## src/rtl/seg7_pkg.sv

```systemverilog
// Shared constants, state type and helpers for the 7-segment scan decoder.
package seg7_pkg;

  localparam logic [6:0] SEG_0     = 7'b1111110;
  localparam logic [6:0] SEG_1     = 7'b0110000;
  localparam logic [6:0] SEG_2     = 7'b1101101;
  localparam logic [6:0] SEG_3     = 7'b1111001;
  localparam logic [6:0] SEG_4     = 7'b0110011;
  localparam logic [6:0] SEG_5     = 7'b1011011;
  localparam logic [6:0] SEG_6     = 7'b1011111;
  localparam logic [6:0] SEG_7     = 7'b1110000;
  localparam logic [6:0] SEG_8     = 7'b1111111;
  localparam logic [6:0] SEG_9     = 7'b1111011;
  localparam logic [6:0] SEG_BLANK = 7'b0000000;

  localparam logic [3:0] DIGIT_BLANK = 4'hA;
  localparam logic [3:0] DIGIT_ERR   = 4'hF;

  typedef enum logic [1:0] {
    IDLE   = 2'd0,
    SETTLE = 2'd1,
    HOLD   = 2'd2
  } state_t;

  function automatic logic is_onehot8(input logic [7:0] v);
    return (v != 8'h00) && ((v & (v - 8'd1)) == 8'h00);
  endfunction

  function automatic logic [2:0] onehot_idx(input logic [7:0] v);
    logic [2:0] idx;
    idx = 3'd0;
    for (int i = 0; i < 8; i++)
      if (v[i]) idx = i[2:0];
    return idx;
  endfunction

endpackage

```

## src/rtl/seg7_pattern_decode.sv

```systemverilog
// Combinational segment-pattern to digit-code lookup.
module seg7_pattern_decode
  import seg7_pkg::*;
(
  input  logic [6:0] seg7,
  output logic [3:0] code,
  output logic       is_blank
);

  always_comb begin
    code     = DIGIT_ERR;
    is_blank = 1'b0;
    case (seg7)
      SEG_0:     code = 4'd0;
      SEG_1:     code = 4'd1;
      SEG_2:     code = 4'd2;
      SEG_3:     code = 4'd3;
      SEG_4:     code = 4'd4;
      SEG_5:     code = 4'd5;
      SEG_6:     code = 4'd6;
      SEG_7:     code = 4'd7;
      SEG_8:     code = 4'd8;
      SEG_9:     code = 4'd9;
      SEG_BLANK: begin
        code     = DIGIT_BLANK;
        is_blank = 1'b1;
      end
      default:   code = DIGIT_ERR;
    endcase
  end

endmodule

```

## src/rtl/seg7_scan_decoder.sv

```systemverilog
// Recovers a full 8-digit frame from a multiplexed 7-segment display scan.
// Optional macro SEG7_DEC_ERRCNT_EN adds a saturating err_count output.
//
// state  | meaning
// IDLE   | cat not a single active-low select
// SETTLE | counting cycles of unchanged {cat,seg7,dp}
// HOLD   | digit captured, waiting for the inputs to change
module seg7_scan_decoder
  import seg7_pkg::*;
#(
  parameter int STABLE_CYC = 4
) (
  input  logic        clk,
  input  logic        rst,
  input  logic [6:0]  seg7,
  input  logic        dp,
  input  logic [7:0]  cat,
`ifdef SEG7_DEC_ERRCNT_EN
  output logic [7:0]  err_count,
`endif
  output logic [31:0] digits,
  output logic [7:0]  dps,
  output logic [7:0]  blank,
  output logic        frame_valid,
  output logic        pattern_err
);

  localparam logic [3:0] STABLE_TGT = 4'(STABLE_CYC);

  state_t      state, state_nxt;
  logic [3:0]  cnt, cnt_nxt;
  logic [15:0] prev;
  logic [15:0] cur;
  logic        changed;
  logic        cat_valid;
  logic [2:0]  sel_idx;
  logic        capture;
  logic [3:0]  dec_code;
  logic        dec_blank;
  logic [31:0] sh_digits;
  logic [7:0]  sh_dps;
  logic [7:0]  sh_blank;
  logic [7:0]  mask;

  assign cur       = {cat, seg7, dp};
  assign changed   = (cur != prev);
  assign cat_valid = is_onehot8(~cat);
  assign sel_idx   = onehot_idx(~cat);

  seg7_pattern_decode u_decode (
    .seg7     (seg7),
    .code     (dec_code),
    .is_blank (dec_blank)
  );

  always_comb begin
    state_nxt = state;
    cnt_nxt   = cnt;
    capture   = 1'b0;
    case (state)
      IDLE: begin
        if (cat_valid) begin
          cnt_nxt = 4'd1;
          if (STABLE_TGT == 4'd1) begin
            capture   = 1'b1;
            state_nxt = HOLD;
          end else begin
            state_nxt = SETTLE;
          end
        end
      end
      SETTLE: begin
        if (!cat_valid) begin
          cnt_nxt   = 4'd0;
          state_nxt = IDLE;
        end else if (changed) begin
          // a change always restarts the count, even on the would-be capture cycle
          cnt_nxt = 4'd1;
        end else begin
          cnt_nxt = cnt + 4'd1;
          if (cnt_nxt >= STABLE_TGT) begin
            capture   = 1'b1;
            state_nxt = HOLD;
          end
        end
      end
      HOLD: begin
        if (changed) begin
          if (cat_valid) begin
            cnt_nxt   = 4'd1;
            state_nxt = SETTLE;
          end else begin
            cnt_nxt   = 4'd0;
            state_nxt = IDLE;
          end
        end
      end
      default: begin
        cnt_nxt   = 4'd0;
        state_nxt = IDLE;
      end
    endcase
  end

  always_ff @(posedge clk) begin
    if (rst) begin
      state       <= IDLE;
      cnt         <= 4'd0;
      prev        <= 16'h0000;
      sh_digits   <= 32'h0;
      sh_dps      <= 8'h00;
      sh_blank    <= 8'h00;
      mask        <= 8'h00;
      digits      <= 32'h0;
      dps         <= 8'h00;
      blank       <= 8'h00;
      frame_valid <= 1'b0;
      pattern_err <= 1'b0;
    end else begin
      state       <= state_nxt;
      cnt         <= cnt_nxt;
      prev        <= cur;
      frame_valid <= (mask == 8'hFF);
      pattern_err <= capture && (dec_code == DIGIT_ERR);
      if (capture) begin
        sh_digits[sel_idx*4 +: 4] <= dec_code;
        sh_dps[sel_idx]           <= dp;
        sh_blank[sel_idx]         <= dec_blank;
      end
      if (mask == 8'hFF) begin
        digits <= sh_digits;
        dps    <= sh_dps;
        blank  <= sh_blank;
        mask   <= capture ? (8'(1) << sel_idx) : 8'h00;
      end else if (capture) begin
        mask[sel_idx] <= 1'b1;
      end
    end
  end

`ifdef SEG7_DEC_ERRCNT_EN
  always_ff @(posedge clk) begin
    if (rst)
      err_count <= 8'h00;
    else if (pattern_err && (err_count != 8'hFF))
      err_count <= err_count + 8'd1;
  end
`endif

endmodule

```

## config.mk

```make
export PLATFORM = sky130hd
export DESIGN_NAME = seg7_scan_decoder
export DESIGN_NICKNAME = d
export VERILOG_FILES = /design/src/rtl/seg7_pkg.sv /design/src/rtl/seg7_pattern_decode.sv /design/src/rtl/seg7_scan_decoder.sv
export SDC_FILE = /design/constraint.sdc
export NUM_CORES = 1
export LEC_CHECK = 0
export BUFFER_PORTS_ARGS = -buffer_cell sky130_fd_sc_hd__buf_2
export CAP_MARGIN = 20
export CORE_MARGIN = 2
export CORE_UTILIZATION = 60
export CTS_BUF_LIST = sky130_fd_sc_hd__clkbuf_8
export DETAILED_ROUTE_END_ITERATION = 12
export PLACE_DENSITY_LB_ADDON = 0.05
export SETUP_SLACK_MARGIN = 0.15
export SLEW_MARGIN = 0
export SYNTH_ARGS = -nofsm -noshare
export SYNTH_HDL_FRONTEND = slang
export SYNTH_SLANG_ARGS = --single-unit
```

## constraint.sdc

```tcl
create_clock -name clk -period 3.5 [get_ports clk]
set_clock_uncertainty 0.2 [all_clocks]
set_input_delay 0.35 -clock clk [delete_from_list [all_inputs] [get_ports clk]]
set_output_delay 0.35 -clock clk [all_outputs]
set_load 0.05 [all_outputs]
```

Word-level counts from Yosys, hierarchy flattened
Cells that the tools add are included.

storage, ports and cells
  flip-flop bits (word level) = 128
  output and inout port bits = 50
  input port bits = 18

cells by class
  order comparisons = 3
  muxes and demuxes = 34
  bitwise operators = 3
  eq/ne operators = 19
  reduce and logical (&&, ||, !) cells = 10
  add/sub/neg operators = 3
  shift operators = 3

operators with widths
  cell                                                                      count
  7-bit == test (second input constant)                                     8
  4-bit one-hot mux with 11 select lines                                    1
  5-bit negation with 34-bit output                                         1
  4-bit by 34-bit variable shift with 32-bit output (first input constant)  1
  4-bit by 34-bit variable part select with 32-bit output                   1
  32-bit bitwise mux                                                        1
  8-bit two-way mux                                                         3
  3-bit two-way mux                                                         6
  8-bit bitwise mux                                                         2
  4-bit two-way mux                                                         4
  16-bit != test                                                            1
  7-bit by 6-bit == test with 1-bit output (second input constant)          2
  4-bit one-hot mux with 3 select lines                                     1
  2-bit two-way mux                                                         5
  1-bit two-way mux                                                         9
  8-bit AND                                                                 1
  8-bit == test (second input constant)                                     1
  8-bit logical NOT                                                         1
  8-bit inverter                                                            1
  8-bit bitwise OR                                                          1
  8-bit nonzero test                                                        1
  1-bit by 3-bit left shift with 8-bit output (first input constant)        1
  8-bit by 1-bit subtractor with 8-bit output (second input constant)       1
  7-bit logical NOT                                                         1
  16 further kinds                                                          20

Depth between registers and ports, before layout
Gate-level depths: netlist of run 1.

  word-level depth = 15
  depth in mapped cells = 14
  gate-level depth less buffers = 11

Cells and area by module
A second synthesis of run 1 with hierarchy kept.

unflattened totals
  cells, all modules = 670
  area total of the unflattened synthesis = 5734.2 sq um

modules (own cells, without submodules)
  module               times used  area an instance (sq um)  cells an instance  sequential area each (sq um)
  seg7_scan_decoder    1           5392.7                    628                2562.5
  seg7_pattern_decode  1           341.6                     42                 0.0

Least setup slack after synthesis of run 1
OpenSTA, ideal clock, no wires.

  path type = input to register
  from = input port cat[2]
  to = register sh_digits[19]
  stages on the path = 14
  data required time = 3.172 ns
  setup slack = 0.357 ns
  data arrival time = 2.815 ns
  cells stage by stage = buf_2 > nor2b_1 > o221ai_1 > and2_1 > clkbuf_1 > ha_1 > ha_1 > clkbuf_1 > a211oi_1 > and3_1 > and4_1 > clkbuf_1 > mux2i_1 > nor2_1

on the way
  word-level cells in the longest chain between the ends = 10

RTL lines
  item                                                                                                                          RTL line                                          source
  from (decl)                                                                                                                   seg7_scan_decoder.sv:17                           input logic [7:0] cat,
  8-bit inverter                                                                                                                seg7_scan_decoder.sv:47, seg7_scan_decoder.sv:48
  3-bit two-way mux (6 in a row)                                                                                                seg7_pkg.sv:33                                    if (v[i]) idx = i[2:0];
  5-bit negation with 34-bit output                                                                                             seg7_scan_decoder.sv:126                          sh_digits[sel_idx*4 +: 4] <= dec_code;
  4-bit by 34-bit variable part select with 32-bit output or 4-bit by 34-bit variable shift with 32-bit output (tied branches)  seg7_scan_decoder.sv:126
  32-bit bitwise mux                                                                                                            seg7_scan_decoder.sv:126
  to (signal, indexed assignment)                                                                                               seg7_scan_decoder.sv:126
  to (decl)                                                                                                                     seg7_scan_decoder.sv:40                           logic [31:0] sh_digits;

Several ways; a longest one is shown, not always the timed one.
A chain may end at the register's enable or synchronous reset.

Worst setup path after layout of run 1
  from = input port cat[2]
  to = register sh_digits[18]

The elaborated chain is that of the path after synthesis.

==> metrics list, run 1 <==
* Count of nets left with antenna violations after detail routing: 0
- Layout net count: 710
* Number of cells produced by synthesis: 641
- Final wirelength: around 13 mm
- Required time at the worst-slack endpoint: between 3 and 4 ns
* Largest area contributor in the netlist: sky130_fd_sc_hd__dfxtp_1
* Layout overhead on the synthesized area: 13.5%
- The cell that appears most often on the critical path is sky130_fd_sc_hd__ha_1.
- The worst setup path is launched from an input pin.
* Count of cells resized by post-cts repair: 0
* Leakage power summed over all cells: 2.47 nW
* Hold buffers post-CTS: 0
* Synth cell types: 55
- Setup WS pre-CTS: 0.256 ns
- Buffers added to address setup during post-CTS repair amount to 0.
- Diodes inserted: 0
* Routed wire length per instance: 15.6 um
- Data arrival time of the critical path: 2.90 ns
- Startpoint of the tightest hold check path: seg7[2]
* Clk root buf: sky130_fd_sc_hd__clkbuf_8
- Maximum level of the CTS H-tree: 4
- Die Y-Extent: 99.2 um
- Ranking of synthesized cells by area: sky130_fd_sc_hd__dfxtp_1 47%, sky130_fd_sc_hd__nand2_1 9.8%, sky130_fd_sc_hd__a21oi_1 5.9%
- For this run, design rule violations remaining after detail routing come to 0.
- The number of nets in the synthesized netlist is between 600 and 700.
- The slowest stage of the critical path is the sky130_fd_sc_hd__and2_1 cell.
* Maximum number of pins on one net before global-route repair: 58
- Derived from the worst setup path, the maximum achievable clock frequency is between 0.3 and 0.4 GHz.
- Summing all multi-input logic gate instances after layout gives 2640 um^2.
- FF-to-FF setup slack: approximately 0.73 ns
* Vias per cell: 5.68
* Sinks on Clock Net: 128
* Synthesized area divided by synthesized cell count: 8.49 um^2
- The worst setup path is of the input pin to flip-flop kind.
* Clk Latency, worst-skew pair: 0.44 ns
* Final count of hold timing violations: 0
* Starting DRT DRC Count: between 200 and 250
- Post-Route Setup TNS: 0 ns
- Standard cell core area: 8760 um^2
* GRT Overall Usage: 26.1%
- Sequential elements use 47.1% of the synthesized area.
* Slew Limit Fails: 0
- Counting along the longest clock path gives a buffer depth of 2.
- The floorplan step set the die width to a little under 100 um.
- Leaving out fill and tap cells, the most frequent cells in the layout are 142 x sky130_fd_sc_hd__nand2_1, 128 x sky130_fd_sc_hd__dfxtp_1, 67 x sky130_fd_sc_hd__buf_2.
- Final critical-path required period: ~2.8 ns
- After floorplanning, the core was divided into 34 placement rows.
* Crit path largest cell delay: 0.37 ns
- Detailed Routing Iterations Pass 1: 6
* Unrepaired setup endpoints after global routing: false
- Fraction of final layout cells sized beyond drive strength 1: 17.9%
- Final weighted congestion of routability-driven global placement: approximately 0.9
- Area share of the largest cell type after synthesis: 47.1%
* DR vias: 4580
- Number of buffers created by CTS: 17
- Port-buffer cells: 67
- Clock tree from TritonCTS: built
* Final HPWL DP: 8.53 mm
* Worst hold-check path type: input pin to flip-flop
- CTS clk-pin slew, worst paths: 0.08 ns
* Most common library cell in the layout ignoring fill and taps: sky130_fd_sc_hd__nand2_1
- Final Setup Violations: 0
* Critical-path cell list: buf_2 > nor2b_1 > o221ai_1 > and2_1 > ha_1 > ha_1 > a211oi_1 > and3_1 > and4_1 > mux2i_1 > nor2_1
- Largest fanout of any net on the critical path: 9
- The synthesized design contains 0 enable-type register cells.
- Dividing the final minimum period by the clock period gives 80.5%.
- Minimum hold slack: between 0.015 and 0.02 ns
- Number of global-route vias before repair: 4286
* Transition at the pin with the smallest max-transition slack: 1.12 ns
- The synthesized netlist occupies a cell area of between 5000 and 6000 um^2.
- The die covers 9840 um^2.
- Filler Cells Inserted: 726
* FF+latch area: 2560 um^2
* Worst voltage drop across the vdd grid: about 0.3 mV
* Dominant register cell in the synthesized netlist: sky130_fd_sc_hd__dfxtp_1
* Worst Slack Setup Final: 0.681 ns
* Global-route wire length before repair: 20.7 mm
- Tightest slew margin relative to the limit: roughly 25%
- Synthesis Warnings: 0
- The most critical setup path has its startpoint at cat[2].
* Worst R2R Start: cnt[0]
- 68 I/O pins were placed.
* Initial standard-cell utilization of the core: 62.1%
- Counting flops with an async set or reset pin after synthesis yields a share of 0%.
* Max Cap Viol: 0
* Outcome: finished, final reports clean
- Final global-route overflow total: 0
- Synthesis inferred approximately 130 register bits.
- Power spread over the standard cell area amounts to 482 nW/um^2.
* Capturing element type of the critical path: flip-flop
* Number of antenna violations at the first check in global routing: 0
[metal layers]
metal | part of all wire [%] | track usage, %
met1 | 46 | 35.4
met3 | 5.0 | 4.99
met5 | 0 | 0
met4 | 1.4 | 8.85
met2 | 47 | 42.1
[cell type report]
cell class	count	area share, %
Tap cell	108	2.19
Multi-Input combinational cell	456	42.7
Sequential cell	128	41.5
Inverter	9	0.547
Timing Repair Buffer	73	6.16
Clock inverter	14	2.92
Clock buffer	18	4.01
[cell usage after synthesis (all sizes together) (4+ instances only)]
cell and n:
a21boi 4, a21oi 65, a31oi 4, and2 4, and3 8, and4 6, buf 19, clkbuf 29
dfxtp 128, ha 7, inv 9, mux2i 29, nand2 142, nand2b 6, nand3 25, nand4 17
nor2 29, nor2b 16, nor3 10, nor3b 4, nor4 4, o21a 4, o21ai 15, o22ai 4
or2 4, xnor2 17
[worst paths after layout]
check             cells past startpoint             to
setup / recovery                     11  sh_digits[18]
hold / removal                        3        prev[3]
setup reg to reg                      7  sh_digits[21]
hold reg to reg                       2         dps[0]
[registers in the layout (all words and copies together), names as in the netlist, 4 cells and up]
| signal | cells |
|---|---|
| blank | 8 |
| cnt | 4 |
| digits | 32 |
| dps | 8 |
| mask | 8 |
| prev | 16 |
| sh_blank | 8 |
| sh_digits | 32 |
| sh_dps | 8 |
[worst max-delay path, delay by kind of cell]
kind,cells,cell delay [ns]
muxes,1,0.23
AOI/OAI and AO/OA,2,0.51
and+or+nand+nor,5,1.08
adders and majority gates,2,0.58
buffers and inverters,1,0.14
[stage by stage]
stage | cells | power, mW | area (um^2) | utilization (%)
finish | 806 | 2.98 | 6180 | 70.5
global route | 806 | 3.07 | 6180 | 70.5
CTS | 806 | 2.99 | 6180 | 70.5
detailed placement | 774 | 1.66 | 5750 | 65.6
global placement | 774 | 1.65 | 5750 | 65.6
floorplan | 641 | 1.62 | 5440 | -
[logic make-up (layout without fill, tap and decap cells)]
group	Yosys count	in the layout	share of synthesized area, %
simple gates	281	281	24.9
fa+ha+maj	7	7	1.61
buf+inv	57	114	4.46
flops	128	128	47.1
mux	31	31	5.75
xor+xnor	17	17	2.74
compound gates	120	120	13.5
[where the power goes]
group          internal, mW  total (mW)  switching [mW]
Combinational        0.0512       0.155           0.103
Sequential             1.47        1.47         0.00525
Clock                 0.735        1.35           0.619
(Power assumes the default switching activity.)
==> inputs of run 2 (changes only) <==
==> constraint.sdc (replaced) <==
create_clock -name clk -period 2.76 [get_ports clk]
set_clock_uncertainty 0.2 [all_clocks]
set_input_delay 0.276 -clock clk [delete_from_list [all_inputs] [get_ports clk]]
set_output_delay 0.276 -clock clk [all_outputs]
set_load 0.05 [all_outputs]
==> metrics list, run 2 (synthesized netlist as in run 1, its figures left out) <==
- Measured along the y axis, the die boundary spans a little under 100 um.
* Leakage power summed over all cells: around 2.6 nW
- The initial antenna violation count came to 0.
- For this run the aggregate overflow at the end of global routing stands at 0.
* Starting DRT DRC Count: roughly 300
- Max Cap Viol: 0
* DR DRC count: 0
- The final max-slew violation count is 0.
- Maximum number of pins on one net before global-route repair: 58
- Highest-count cells in the layout ignoring fill and taps: 142 x sky130_fd_sc_hd__nand2_1, 128 x sky130_fd_sc_hd__dfxtp_1, 67 x sky130_fd_sc_hd__buf_2
* Worst voltage drop across the vdd grid: 0.608 mV
- The clock reaches the later pin of the worst-skew pair after 0.44 ns.
* Initial standard-cell utilization of the core: 62.1%
- The post-route netlist has 20.9% of its cells at a drive strength greater than 1.
- The net count of the finished layout is roughly 740.
* DR vias: 4790
* CTS clk-pin slew, worst paths: about 0.08 ns
* Number of global-route vias before repair: 4364
* Setup WS pre-CTS: between 0.04 and 0.05 ns
- Power density cells: 582 nW/um^2
* Layout overhead on the synthesized area: 19.0%
* Maximum number of buffers from clock root to sink: 2
- Across every metal layer, demand over resource in global routing totals 27.4%.
- The library cell used most frequently in the layout, excluding fill and tap cells, is sky130_fd_sc_hd__nand2_1.
- The largest registers in the layout are digits: 32 flops, sh_digits: 32 flops, prev: 16 flops.
* Worst Slack Setup Final: 0.242 ns
* Detailed Routing Iterations Pass 1: 5
* Unrepaired setup endpoints after global routing: true
* Number of buffers created by CTS: 17
- For this block, the routed nets add up to 13.2 mm of wire.
- Upper clock frequency limit: 0.397 GHz
- Port-buffer cells: between 60 and 70
- Final weighted congestion of routability-driven global placement: 0.903
- Post-Route Setup TNS: 0 ns
- Routed wire length per instance: 15.8 um
* I/O pin cnt: 68
- Global-route track usage on met2: about 45%
* Vias per cell: 5.74
- The wire-length estimate of the detail-placed layout is 9.01 mm.
* Global-route wire length before repair: 21.4 mm
* Standard cell core area: 8760 um^2
* Largest fanout of any net on the critical path: 10
* Kind of start point of the critical path: input pin
* Outcome: finished, final reports clean
* Top Usage Layer GRT: met2
- Counting the fill cells in the layout gives 680.
* Sinks on Clock Net: ~130
- Required time at the worst-slack endpoint: 2.91 ns
- Final Setup Violations: 0
- Die Outline Area: between 9000 and 10000 um^2
* Transition at the pin with the smallest max-transition slack: 0.747 ns
- Maximum level of the CTS H-tree: 4
- Diodes inserted: 0
- In the global route stage, met3 resource usage came out at 5.27%.
- Tightest slew margin relative to the limit: between 50% and 60%
- Capturing element type of the critical path: flip-flop
- Data arrival time of the critical path: 2.67 ns
- The worst path needs between 2 and 3 ns of the cycle, external delays included.
- The initialized floorplan defines 34 standard-cell rows.
- Share of the cycle needed by the critical path after routing: between 90% and 100%
* Clk root buf: sky130_fd_sc_hd__clkbuf_8
* Met1 GRT Util: 37.0%
* Clock tree from TritonCTS: built
* Final count of hold timing violations: 0
- The path class of the tightest hold or removal check is input pin to flip-flop.
- Crit Path Class: input pin to flip-flop
- Count of nets left with antenna violations after detail routing: 0
- Die W: 99.2 um
[run 2: cell types whose count changed in the layout (fill, tap and decap cells not counted), moves of 2 or more]
cell | previous run | this run
sky130_fd_sc_hd__buf_4 | 6 | 21
sky130_fd_sc_hd__inv_8 | 0 | 2
sky130_fd_sc_hd__dlygate4sd3_1 | 0 | 12
sky130_fd_sc_hd__ha_4 | 0 | 2
sky130_fd_sc_hd__inv_6 | 4 | 6
sky130_fd_sc_hd__ha_1 | 7 | 4
[run 2: path summary, 6_finish.rpt]
check / startpoint / cells past startpoint / to / slack (ns)
worst max-delay path: seg7[2] / 10 / mask[3] / 0.24
worst min-delay path: cat[4] / 2 / prev[12] / 0.01
worst min register to register: blank[4] / 2 / blank[4] / 0.25
worst max register to register: cnt[0] / 8 / mask[3] / 0.30
[run 2: through the flow]
| step | hold WS (ns) | power, mW | instance area (um^2) | cells | utilization, % |
|---|---|---|---|---|---|
| floorplan | 0.204 | 2.07 | 5530 | 641 | - |
| global placement | 0.239 | 2.12 | 5910 | 789 | 67.4 |
| detailed placement | 0.244 | 2.13 | 5910 | 789 | 67.4 |
| CTS | 0.00000289 | 3.77 | 6440 | 833 | 73.5 |
| global route | 0.0101 | 3.88 | 6470 | 834 | 73.9 |
| finish | 0.0120 | 3.77 | 6470 | 834 | 73.9 |
[run 2: area by class of cell]
type	instances	area (um^2)	share of cell area, %
inverters	9	33.8	0.522
clock buffers	17	234	3.61
flip-flops and latches	128	2560	39.6
repair buffers	101	633	9.78
multi-input cells	456	2700	41.7
clock inverters	15	175	2.71
well taps	108	135	2.09
[run 2: routing by layer]
layer,vias up,routed length [um]
li1,2354,-
met5,-,0
met1,2264,6100
met3,15,654
met2,157,6260
met4,0,161
[run 2: repair_timing]
item / in CTS / in global routing
resized for setup: 0 / 4
buffers inserted: 0 / 0
setup endpoints to repair: 0 / 30
endpoints found under the hold margin: 12 / 0
hold buffers: 12 / 0
[run 2: critical path, cell delays in order]
cell and delay (ns):
sky130_fd_sc_hd__dlygate4sd3_1 0.54, sky130_fd_sc_hd__buf_2 0.16, sky130_fd_sc_hd__xnor2_1 0.19, sky130_fd_sc_hd__nand4_1 0.14, sky130_fd_sc_hd__nor4_2 0.28, sky130_fd_sc_hd__buf_4 0.20
sky130_fd_sc_hd__and4_2 0.35, sky130_fd_sc_hd__buf_4 0.19, sky130_fd_sc_hd__a21oi_1 0.09, sky130_fd_sc_hd__nor4_2 0.24
[run 2: where the power goes]
| group | switching [mW] | internal [mW] | leakage, nW |
|---|---|---|---|
| logic | 0.146 | 0.0921 | 1.36 |
| clock network | 0.829 | 0.835 | 0.210 |
| registers | 0.00654 | 1.86 | 1.03 |
| total | 0.981 | 2.78 | 2.60 |
==> inputs of run 3 (changes only) <==
--- a/config.mk
+++ b/config.mk
@@ -5,6 +5,7 @@
 export SDC_FILE = /design/constraint.sdc
 export NUM_CORES = 1
 export LEC_CHECK = 0
+export ABC_AREA = 1
 export BUFFER_PORTS_ARGS = -buffer_cell sky130_fd_sc_hd__buf_2
 export CAP_MARGIN = 20
 export CORE_MARGIN = 2
==> metrics list, run 3 <==
- Synthesis produced a netlist with a net count of a little over 900.
- Synthesized cell area: roughly 6000 um^2
- The clock network burns between 40% and 50% of the power.
* Final count of hold timing violations: 0
- Vias per cell: roughly 5.0
- Upper clock frequency limit: about 0.41 GHz
* Synth cell types: 32
* Die Y-Extent: 104 um
- Timing analysis after detailed placement gives a worst setup slack of 0.115 ns.
- Pin placement for this block handled 68 I/O pins.
- Highest-count cells in the layout ignoring fill and taps: 212 x sky130_fd_sc_hd__nand2_1, 166 x sky130_fd_sc_hd__nor2_1, 128 x sky130_fd_sc_hd__dfxtp_1
* Filler Cells Inserted: about 830
- In this run, the number of DRC markers left after iteration 0 of detailed routing was 362.
- Final critical-path required period: 2.42 ns
- At the end of routability-driven placement, the weighted congestion stood at between 0.9 and 1.
- Largest area contributor in the netlist: sky130_fd_sc_hd__dfxtp_1
- Reported net switching power: 909 uW
- Port-buffer cells: 67
- Routed wire length per instance: between 10 and 15 um
- In the final layout, the registers with the most flip-flops are digits: 32 flops, sh_digits: 32 flops, prev: 16 flops.
* Capturing element type of the critical path: flip-flop
- Of the post-synthesis cell area, the dominant cell type holds a little over two fifths.
- Summed over all nets, the half-perimeter wirelength after detailed placement is 9.30 mm.
* Global-route wire length before repair: about 23 mm
- Transition at the pin with the smallest max-transition slack: 0.863 ns
- The worst setup path is launched from an input pin.
- DR DRC count: 0
* Synthesized area divided by synthesized cell count: 6.74 um^2
- Finished layout cell area: 7020 um^2
* Clk root buf: sky130_fd_sc_hd__clkbuf_8
* Ranking of synthesized cells by area: sky130_fd_sc_hd__dfxtp_1 43%, sky130_fd_sc_hd__nand2_1 13%, sky130_fd_sc_hd__nor2_1 10%
- The die covers ~11000 um^2.
- The clock drives 128 sinks.
- Max-cap violations in this run came to 0.
- Synthesis Warnings: 0
- # rows: 36
- The number of antenna diodes in the final layout is 0.
* Final global-route overflow total: 0
* GRT Overall Usage: 26.4%
- Most common library cell in the layout ignoring fill and taps: sky130_fd_sc_hd__nand2_1
- Buffers added to address setup during post-CTS repair amount to 0.
- Initial standard-cell utilization of the core: just over 60%
- Worst hold-check path type: input pin to flip-flop
- DR vias: between 5000 and 6000
- In this run the tightest slew margin relative to its limit is 42.5%.
- Number of antenna violations at the first check in global routing: 0
- Post-Route Setup TNS: 0 ns
- Number of cells produced by synthesis: 886
- The worst path uses 87.8% of the clock period.
- Clk Latency, worst-skew pair: 0.45 ns
- Die W: approximately 100 um
- The clock passes through at most 2 buffers.
- EDFF count, synth: 0
- Layout net count: roughly 990
- Of all flip-flops after synthesis, the portion carrying an async set or reset was 0%.
* Critical-path cell list: dlygate4sd3_1 > clkbuf_4 > inv_2 > nand2_1 > nand2_1 > nor2_1 > nand2_1 > nor2_4 > o211ai_1 > nor2_4 > buf_12 > nand2_1 > o21ai_0 > nor2_1
- Maximum level of the CTS H-tree: 4
- Layout overhead on the synthesized area: 17.6%
- Power density cells: 554 nW/um^2
* Number of buffers created by CTS: 17
* Outcome: finished, final reports clean
- Along the worst path, the maximum fanout reaches 29.
- In the post-synthesis netlist, the cell with the most instances is sky130_fd_sc_hd__nand2_1.
- The worst-case IR drop observed on VDD is 0.680 mV.
- Dominant register cell in the synthesized netlist: sky130_fd_sc_hd__dfxtp_1
- Crit Path Class: input pin to flip-flop
* Final Setup Violations: 0
* Library cell appearing most often on the critical path: sky130_fd_sc_hd__nand2_1
- Per report_power, the combinational group accounts for under 10% of the total.
- The final max-slew violation count is 0.
- Most frequent cells after synthesis: 212 x sky130_fd_sc_hd__nand2_1, 166 x sky130_fd_sc_hd__nor2_1, 128 x sky130_fd_sc_hd__dfxtp_1
- Share of power burned in registers: 48.0%
- CTS clk-pin slew, worst paths: 0.07 ns
- Dpl cell area: 6400 um^2
* Unrepaired setup endpoints after global routing: false
* Final wirelength: about 14 mm
- For the worst setup path, the data arrival time is 2.56 ns.
* Required time at the worst-slack endpoint: 2.90 ns
* Internal power consumption: 2.98 mW
- Setup slack on the critical path of the routed design comes to 0.338 ns.
- Fraction of final layout cells sized beyond drive strength 1: 15.9%
- Leakage power summed over all cells: 3.63 nW
* Clock tree from TritonCTS: built
* Sequential fraction of the synthesis area: 42.9%
* Post-synthesis register bit count: 128
- Detailed Routing Iterations Pass 1: 5
- Critical-path top delay cell: sky130_fd_sc_hd__dlygate4sd3_1
* Standard cell core area: 9730 um^2
- Maximum number of pins on one net before global-route repair: 100
- Count of nets left with antenna violations after detail routing: 0
- Crit path largest cell delay: around 0.53 ns
- Number of global-route vias before repair: 5153
- Net Sw Frac: 23.4%
## run 3: power by group through the flow
stage | clock, mW | sequential, mW | combinational [mW]
after floorplan | 0 | 1.91 | 0.168
after global placement | 0 | 1.91 | 0.235
after detailed placement | 0 | 1.91 | 0.240
after CTS | 1.79 | 1.87 | 0.258
after global routing | 1.87 | 1.87 | 0.296
final | 1.76 | 1.87 | 0.262
## run 3: final cells by class
cell class	instances	area, um^2	area share (%)
multi-input combinational	598	2770	39.5
sequential	128	2560	36.5
timing repair buffer	91	583	8.31
inverter	130	488	6.95
clock buffer	23	317	4.51
tap	133	166	2.37
clock inverter	9	130	1.85
## run 3: worst max-delay path: cells and delay by family
kind	cells	cell delay (ns)
simple gates	8	0.88
buf+inv	4	1.02
compound gates	2	0.37
## run 3: what timing repair did
item | in CTS | in global routing
endpoints found under the hold margin | 17 | 0
endpoints found under the setup margin | 0 | 3
resized for setup | 0 | 2
hold buffers | 16 | 0
## run 3: stage by stage
stage               util, %  power, mW  instances  hold slack, ns
detailed placement     65.8       2.15       1064           0.241
global placement       65.8       2.14       1064           0.242
global route           72.1       4.04       1112           0.161
CTS                    72.1       3.91       1112           0.139
floorplan                 -       2.07        886           0.183
finish                 72.1       3.89       1112           0.150
## run 3: routing by layer
| metal | vias up | wire (um) | track usage (%) |
|---|---|---|---|
| li1 | 2896 | - | - |
| met1 | 2477 | 6150 | 32.6 |
| met5 | - | 0 | 0 |
| met4 | 0 | 292 | 10.1 |
| met3 | 29 | 692 | 7.05 |
| met2 | 154 | 6440 | 44.4 |
## run 3: worst paths after layout
| kind | startpoint | end | slack, ns | cells past startpoint |
|---|---|---|---|---|
| min | rst | prev[8] | 0.15 | 2 |
| max | dp | sh_blank[1] | 0.34 | 14 |
| max reg2reg | prev[0] | sh_blank[1] | 0.59 | 12 |
| min reg2reg | sh_blank[0] | blank[0] | 0.25 | 2 |
## run 3: logic make-up (layout without fill, tap and decap cells)
family | count (synthesis) | after routing | share of synthesized area, %
flops | 128 | 128 | 42.9
fa+ha+maj | 7 | 7 | 1.47
simple gates | 450 | 450 | 31.8
buf+inv | 160 | 253 | 10.7
compound gates | 137 | 137 | 12.5
xor+xnor | 4 | 4 | 0.587
